<file path="config.mk">
export PLATFORM = sky130hd
export DESIGN_NAME = aurora_tx_pkt_arb
export DESIGN_NICKNAME = d
export VERILOG_FILES = /design/src/rtl/aurora_tx_pkt_arb.sv
export SDC_FILE = /design/constraint.sdc
export NUM_CORES = 1
export LEC_CHECK = 0
export CORE_AREA = 2 2 151 153
export CTS_BUF_LIST = sky130_fd_sc_hd__clkbuf_8
export DETAILED_ROUTE_END_ITERATION = 8
export DIE_AREA = 0 0 153 155
export GPL_TIMING_DRIVEN = 1
export HOLD_SLACK_MARGIN = 0.08
export MAX_ROUTING_LAYER = met4
export PLACE_DENSITY = 0.91
export SYNTH_ARGS = -nofsm -noshare
export SYNTH_HDL_FRONTEND = slang
export SYNTH_SLANG_ARGS = --single-unit
</file>
<file path="constraint.sdc">
create_clock -name clk -period 2.3 [get_ports clk]
set_input_delay 0.46 -clock clk [delete_from_list [all_inputs] [get_ports clk]]
set_output_delay 0.46 -clock clk [all_outputs]
set_load 0.1 [all_outputs]
</file>
<file path="src/rtl/aurora_tx_pkt_arb.sv">
// Packet-atomic 2:1 AXI-Stream arbiter ahead of the Aurora TX user interface.
// s1 (control) wins at packet boundaries, bounded by an s0 starvation guard; output is a 2-entry skid stage.
module aurora_tx_pkt_arb #(
   parameter int DATA_WD      = 64,
   parameter int MAX_S1_BURST = 4
) (
   input  logic                   clk,
   input  logic                   rst_n,
   input  logic                   cfg_rst,
   input  logic [DATA_WD-1:0]     s0_axis_tdata,
   input  logic [DATA_WD/8-1:0]   s0_axis_tkeep,
   input  logic                   s0_axis_tvalid,
   output logic                   s0_axis_tready,
   input  logic                   s0_axis_tlast,
   input  logic [DATA_WD-1:0]     s1_axis_tdata,
   input  logic [DATA_WD/8-1:0]   s1_axis_tkeep,
   input  logic                   s1_axis_tvalid,
   output logic                   s1_axis_tready,
   input  logic                   s1_axis_tlast,
   output logic [DATA_WD-1:0]     m_axis_tdata,
   output logic [DATA_WD/8-1:0]   m_axis_tkeep,
   output logic                   m_axis_tvalid,
   input  logic                   m_axis_tready,
   output logic                   m_axis_tlast,
   output logic [31:0]            s0_pkt_cnt,
   output logic [31:0]            s1_pkt_cnt,
   output logic [1:0]             arb_state
);

   localparam int              KEEP_WD  = DATA_WD / 8;
   localparam int              BW       = $clog2(MAX_S1_BURST + 2);
   localparam logic [BW-1:0]   MAX_B    = BW'(MAX_S1_BURST);
   localparam bit              GUARD_EN = (MAX_S1_BURST != 0);

   typedef enum logic [1:0] {
      ST_IDLE  = 2'd0,
      ST_LOCK0 = 2'd1,
      ST_LOCK1 = 2'd2,
      ST_BAD   = 2'd3
   } state_e;

   state_e               state_q;
   logic [BW-1:0]        burst_q;
   logic                 in_ready_q;

   logic                 main_valid_q;
   logic [DATA_WD-1:0]   main_data_q;
   logic [KEEP_WD-1:0]   main_keep_q;
   logic                 main_last_q;
   logic                 main_src_q;

   logic                 skid_valid_q;
   logic                 skid_valid_d;
   logic [DATA_WD-1:0]   skid_data_q;
   logic [KEEP_WD-1:0]   skid_keep_q;
   logic                 skid_last_q;
   logic                 skid_src_q;

   logic [31:0]          s0_cnt_q;
   logic [31:0]          s1_cnt_q;

   logic                 guard_s;
   logic                 grant0_s;
   logic                 grant1_s;
   logic                 in_valid_s;
   logic [DATA_WD-1:0]   in_data_s;
   logic [KEEP_WD-1:0]   in_keep_s;
   logic                 in_last_s;
   logic                 acc_s;
   logic                 out_fire_s;

   // Grant selection: combinational in IDLE so the first beat goes through without a bubble.
   always_comb begin
      grant0_s = 1'b0;
      grant1_s = 1'b0;
      guard_s  = GUARD_EN && (burst_q == MAX_B) && s0_axis_tvalid;
      case (state_q)
         ST_IDLE: begin
            if (s1_axis_tvalid && !guard_s) begin
               grant1_s = 1'b1;
            end else if (s0_axis_tvalid) begin
               grant0_s = 1'b1;
            end else begin
               grant0_s = 1'b0;
               grant1_s = 1'b0;
            end
         end
         ST_LOCK0: grant0_s = 1'b1;
         ST_LOCK1: grant1_s = 1'b1;
         default: begin
            grant0_s = 1'b0;
            grant1_s = 1'b0;
         end
      endcase
   end

   // Input mux for the granted stream.
   always_comb begin
      in_valid_s = 1'b0;
      in_data_s  = '0;
      in_keep_s  = '0;
      in_last_s  = 1'b0;
      if (grant1_s) begin
         in_valid_s = s1_axis_tvalid;
         in_data_s  = s1_axis_tdata;
         in_keep_s  = s1_axis_tkeep;
         in_last_s  = s1_axis_tlast;
      end else if (grant0_s) begin
         in_valid_s = s0_axis_tvalid;
         in_data_s  = s0_axis_tdata;
         in_keep_s  = s0_axis_tkeep;
         in_last_s  = s0_axis_tlast;
      end else begin
         in_valid_s = 1'b0;
      end
   end

   assign acc_s      = in_valid_s && in_ready_q;
   assign out_fire_s = main_valid_q && m_axis_tready;

   // Skid occupancy for next cycle; in_ready is registered from it.
   always_comb begin
      skid_valid_d = 1'b0;
      if (skid_valid_q) begin
         skid_valid_d = !out_fire_s;
      end else begin
         skid_valid_d = acc_s && main_valid_q && !out_fire_s;
      end
   end

   // Arbitration FSM and s1 burst counter.
   always_ff @(posedge clk) begin
      if (!rst_n) begin
         state_q <= ST_IDLE;
         burst_q <= '0;
      end else begin
         case (state_q)
            ST_IDLE: begin
               if (acc_s && !in_last_s) begin
                  state_q <= grant1_s ? ST_LOCK1 : ST_LOCK0;
               end else begin
                  state_q <= ST_IDLE;
               end
            end
            ST_LOCK0, ST_LOCK1: begin
               if (acc_s && in_last_s) begin
                  state_q <= ST_IDLE;
               end else begin
                  state_q <= state_q;
               end
            end
            default: state_q <= ST_IDLE;
         endcase

         // Burst only grows while s0 is actually waiting; an idle s0 forgives the history.
         if (acc_s && in_last_s && grant0_s) begin
            burst_q <= '0;
         end else if (acc_s && in_last_s && grant1_s) begin
            if (!s0_axis_tvalid) begin
               burst_q <= '0;
            end else if (burst_q < MAX_B) begin
               burst_q <= burst_q + BW'(1);
            end else begin
               burst_q <= burst_q;
            end
         end else begin
            burst_q <= burst_q;
         end
      end
   end

   // Output skid stage: main register drives m_axis, skid catches the beat in flight during a stall.
   always_ff @(posedge clk) begin
      if (!rst_n) begin
         in_ready_q   <= 1'b0;
         main_valid_q <= 1'b0;
         main_data_q  <= '0;
         main_keep_q  <= '0;
         main_last_q  <= 1'b0;
         main_src_q   <= 1'b0;
         skid_valid_q <= 1'b0;
         skid_data_q  <= '0;
         skid_keep_q  <= '0;
         skid_last_q  <= 1'b0;
         skid_src_q   <= 1'b0;
      end else begin
         in_ready_q   <= !skid_valid_d;
         skid_valid_q <= skid_valid_d;
         if (skid_valid_q) begin
            if (out_fire_s) begin
               main_valid_q <= 1'b1;
               main_data_q  <= skid_data_q;
               main_keep_q  <= skid_keep_q;
               main_last_q  <= skid_last_q;
               main_src_q   <= skid_src_q;
            end
         end else if (acc_s && (!main_valid_q || out_fire_s)) begin
            main_valid_q <= 1'b1;
            main_data_q  <= in_data_s;
            main_keep_q  <= in_keep_s;
            main_last_q  <= in_last_s;
            main_src_q   <= grant1_s;
         end else if (acc_s) begin
            skid_data_q  <= in_data_s;
            skid_keep_q  <= in_keep_s;
            skid_last_q  <= in_last_s;
            skid_src_q   <= grant1_s;
         end else if (out_fire_s) begin
            main_valid_q <= 1'b0;
         end
      end
   end

   // Packet statistics on the output tlast beat; cfg_rst beats a coincident increment.
   always_ff @(posedge clk) begin
      if (!rst_n) begin
         s0_cnt_q <= 32'd0;
         s1_cnt_q <= 32'd0;
      end else if (cfg_rst) begin
         s0_cnt_q <= 32'd0;
         s1_cnt_q <= 32'd0;
      end else if (out_fire_s && main_last_q) begin
         if (main_src_q) begin
            s1_cnt_q <= s1_cnt_q + 32'd1;
         end else begin
            s0_cnt_q <= s0_cnt_q + 32'd1;
         end
      end
   end

   assign s0_axis_tready = in_ready_q && grant0_s;
   assign s1_axis_tready = in_ready_q && grant1_s;
   assign m_axis_tvalid  = main_valid_q;
   assign m_axis_tdata   = main_data_q;
   assign m_axis_tkeep   = main_keep_q;
   assign m_axis_tlast   = main_last_q;
   assign s0_pkt_cnt     = s0_cnt_q;
   assign s1_pkt_cnt     = s1_cnt_q;
   assign arb_state      = state_q;

endmodule

</file>
==> results.txt <==
DRC errors left: 0
GRT Util Overall: 30.4%
post-layout min period: 2220 ps
cell taking the most area after synthesis: dfxtp_1
P_leak: 5.53 nW
routability cong.: 0.872
peak supply drop: 0.548 mV
share of post-route cells with drive strength above 1: 23.2%
Num Clock Sinks: 220
Iter 0 DRT Violations: 1121
Clk Latency, worst-skew pair: 540 ps
Tightest Hold Check Type: flip-flop to flip-flop
outcome: finished, final reports clean
Psw: 3.97 mW
global-route wire length before repair: 58700 um
Core Footprint: 22200 um2
max_cap viols: 0
total negative slack: 0 ps
total gr overflow: 0
Die H: 155 um
Final Setup Violations: 0
Worst R2R Path Depth: 9
diodes inserted: 0
synth top area cells: dfxtp_1 (40%), a31oi_1 (8.5%), a32o_1 (6.6%)
CTS Buf Count: 39
nets@finish: 1664
PwrDens: 734 nW/um2
maximum fanout along the worst path: 4
final period utilization: 96.5%
area growth from synthesis to layout: 37.6%
Detail Route Antenna Nets: 0
Final Hold Fails: 0
Initial Utilization: 49.8%
CTS max path bufs: 3
Setup crit end kind: output port
Critical Path RT: 1840 ps
Clk Tree Root Cell: clkbuf_8
router iterations before antenna repair: 6
fin. max-slew vios: 0
f_max: 0.451 GHz
predominant post-synthesis flop cell: dfxtp_1
Synth warnings: 0
number of synthesized register bits: 220
startpoint types: flip-flop
Final HPWL DP: 24200 um
final clock skew: 26.9 ps
Crit Path Class: flip-flop to output port
Post-Syn Area: 11100 um2
Async SR Flop Fraction: 0%
largest net degree at the start of global routing: 66
Post-Syn Instances: 1236
Boundary Pins: 294
post-synthesis sequential area ratio: 39.8%
share of the synthesized area in the top cell type: 39.8%
internal power: 7.20 mW
die span in x: 153 um
Via Count: 11950
Flop pwr share: 37.0%
Min-Delay Path Depth: 1
Post-synth EDFFs: 0
Routed WL per cell: 20.3 um
CTS tree: done
die area: 23700 um2
H-tree levels: 2
RSZ-0062 raised after global routing: no
switching share of power: 35.6%
vias in the first global route: 11643
max_slew headroom: 60.3%
I/O Buffers: 293
syn_nets: 1395
CP arrival: 1760 ps
row cnt: 55
Vias/cell: 6.58
Clock Pin Slew Worst Setup and Hold Paths: 60 ps
Clk pwr share: 33.0%
initial antenna violation count: 0
Mapped Avg Cell Area: 8.95 um2
total length of routed wires: 36800 um
Yosys cell types: 53
Combinational Power Share: 30.0%
Slew @ Worst Pin: 595 ps
power after layout: 11.2 mW
==> routing by layer <==
layer / wire length (um) / vias up / track usage, %
li1: - / 5432 / -
met1: 14800 / 5761 / 37.2
met2: 17600 / 671 / 49.8
met3: 3440 / 86 / 6.16
met4: 1050 / 0 / 11.7
met5: 0 / - / -
==> area by class of cell <==
| cell class | instances | area (um2) |
|---|---|---|
| timing repair buffer | 374 | 3390 |
| fill | 1691 | 7010 |
| tap | 285 | 357 |
| sequential | 220 | 4460 |
| clock buffer | 50 | 688 |
| clock inverter | 18 | 105 |
| inverter | 20 | 77.6 |
| multi-input combinational | 850 | 6140 |
==> path summary, 6_finish.rpt <==
kind                                                 endpoint  slack (ps)                           from
worst max-delay path                           s0_axis_tready          80      arb_state[1]$_SDFFE_PN0P_
worst min-delay path            m_axis_tdata[24]$_SDFFE_PN0P_         470  m_axis_tdata[24]$_SDFFE_PN0P_
worst max register to register   m_axis_tdata[0]$_SDFFE_PN0P_         110      arb_state[0]$_SDFFE_PN0P_
worst min register to register  m_axis_tdata[24]$_SDFFE_PN0P_         470  m_axis_tdata[24]$_SDFFE_PN0P_
==> per-stage QoR <==
step / hold slack, ps / util, % / std cells / cell area (um2) / setup WS (ps)
3_5_place_dp: 455 / 64.4 / 1741 / 14300 / -259
3_3_place_gp: 448 / 64.4 / 1741 / 14300 / -204
6_report: 466 / 68.5 / 1817 / 15200 / 80.7
5_1_grt: 483 / 68.5 / 1817 / 15200 / 0.450
4_1_cts: 469 / 68.4 / 1817 / 15200 / 0.579
2_1_floorplan: 479 / - / 1236 / 11200 / -47.7
==> state kept, by name (all words and copies together), names as in the netlist <==
name / cells
skid_last_q: 1
skid_src_q: 1
skid_data_q: 64
skid_keep_q: 8
s1_pkt_cnt: 32
arb_state: 2
m_axis_tlast: 1
main_src_q: 1
in_ready_q: 1
m_axis_tdata: 64
m_axis_tkeep: 8
s0_pkt_cnt: 32
m_axis_tvalid: 1
skid_valid_q: 1
burst_q: 3
==> cell usage in the layout, fill, tap and decap left out, types with 12 or more instances in the layout <==
master / Yosys / routed
a211oi_1: 74 / 74
a21oi_1: 30 / 28
a311o_1: 72 / 72
a31oi_1: 150 / 149
a32o_1: 73 / 73
and3_1: 79 / 77
buf_12: 0 / 16
buf_4: 0 / 206
clkbuf_8: 0 / 50
clkdlybuf4s50_1: 0 / 151
dfxtp_1: 220 / 180
dfxtp_2: 0 / 36
inv_1: 19 / 30
mux2i_1: 20 / 20
nand2_1: 40 / 39
nand2b_1: 75 / 74
nand3_1: 17 / 17
nand4_1: 21 / 21
nor2_1: 24 / 23
nor4_1: 23 / 23
o21ai_0: 12 / 12
o31ai_1: 17 / 17
or2_2: 18 / 18
or4_1: 19 / 19
==> cell families (layout without fill, tap and decap cells) <==
| family | after synthesis | count (layout) | share of synthesized area (%) |
|---|---|---|---|
| adder cells (fa/ha/maj) | 7 | 7 | 0.792 |
| buffers and inverters | 166 | 462 | 5.77 |
| AND/OR/NAND/NOR | 356 | 356 | 19.2 |
| AO/OA/AOI/OAI | 449 | 449 | 31.2 |
| flip-flops | 220 | 220 | 39.8 |
| XOR/XNOR | 18 | 18 | 1.42 |
| multiplexers | 20 | 20 | 1.81 |
==> power by group through the flow <==
stage               Clock (mW)  Sequential, mW  Combinational [mW]
floorplan                    0            5.21                1.23
global placement             0            4.21                3.22
detailed placement           0            4.21                3.27
CTS                       3.75            4.13                3.31
global route              3.94            4.15                3.51
finish                    3.69            4.13                3.35
==> synth_stat cells, drive strengths merged (2+ instances only) <==
master  instances
nand4          22
o31ai          17
o31a            2
or2            18
a211oi         74
buf            13
xnor2           8
a31oi         150
a21o            3
o21a            3
clkbuf        133
o211ai          2
a311o          72
inv            20
nor2b           2
or3             9
nor3            2
and4            9
or4            20
nand2b         75
mux2i          20
nand3          17
nand2          40
and2           12
a21oi          30
nor4           23
ha              7
o21ai          13
a311oi          2
a32o           73
dfxtp         220
xor2           10
nor2           24
and3           79
==> what timing repair did <==
item,4_1_cts,5_1_grt
setup endpoints to repair,2,2
buffers inserted,8,1
gates resized for setup,7,3
hold buffers,0,0
gates cloned,0,0
pin swaps,3,1
==> worst max-delay path, stage by stage, from the launching register on <==
cell	delay, ps
dfxtp_4	360
inv_2	100
ha_4	170
a21oi_2	70
a31oi_4	190
and2_4	180
buf_12	170
Note: power is estimated with default switching activity, not from simulation.
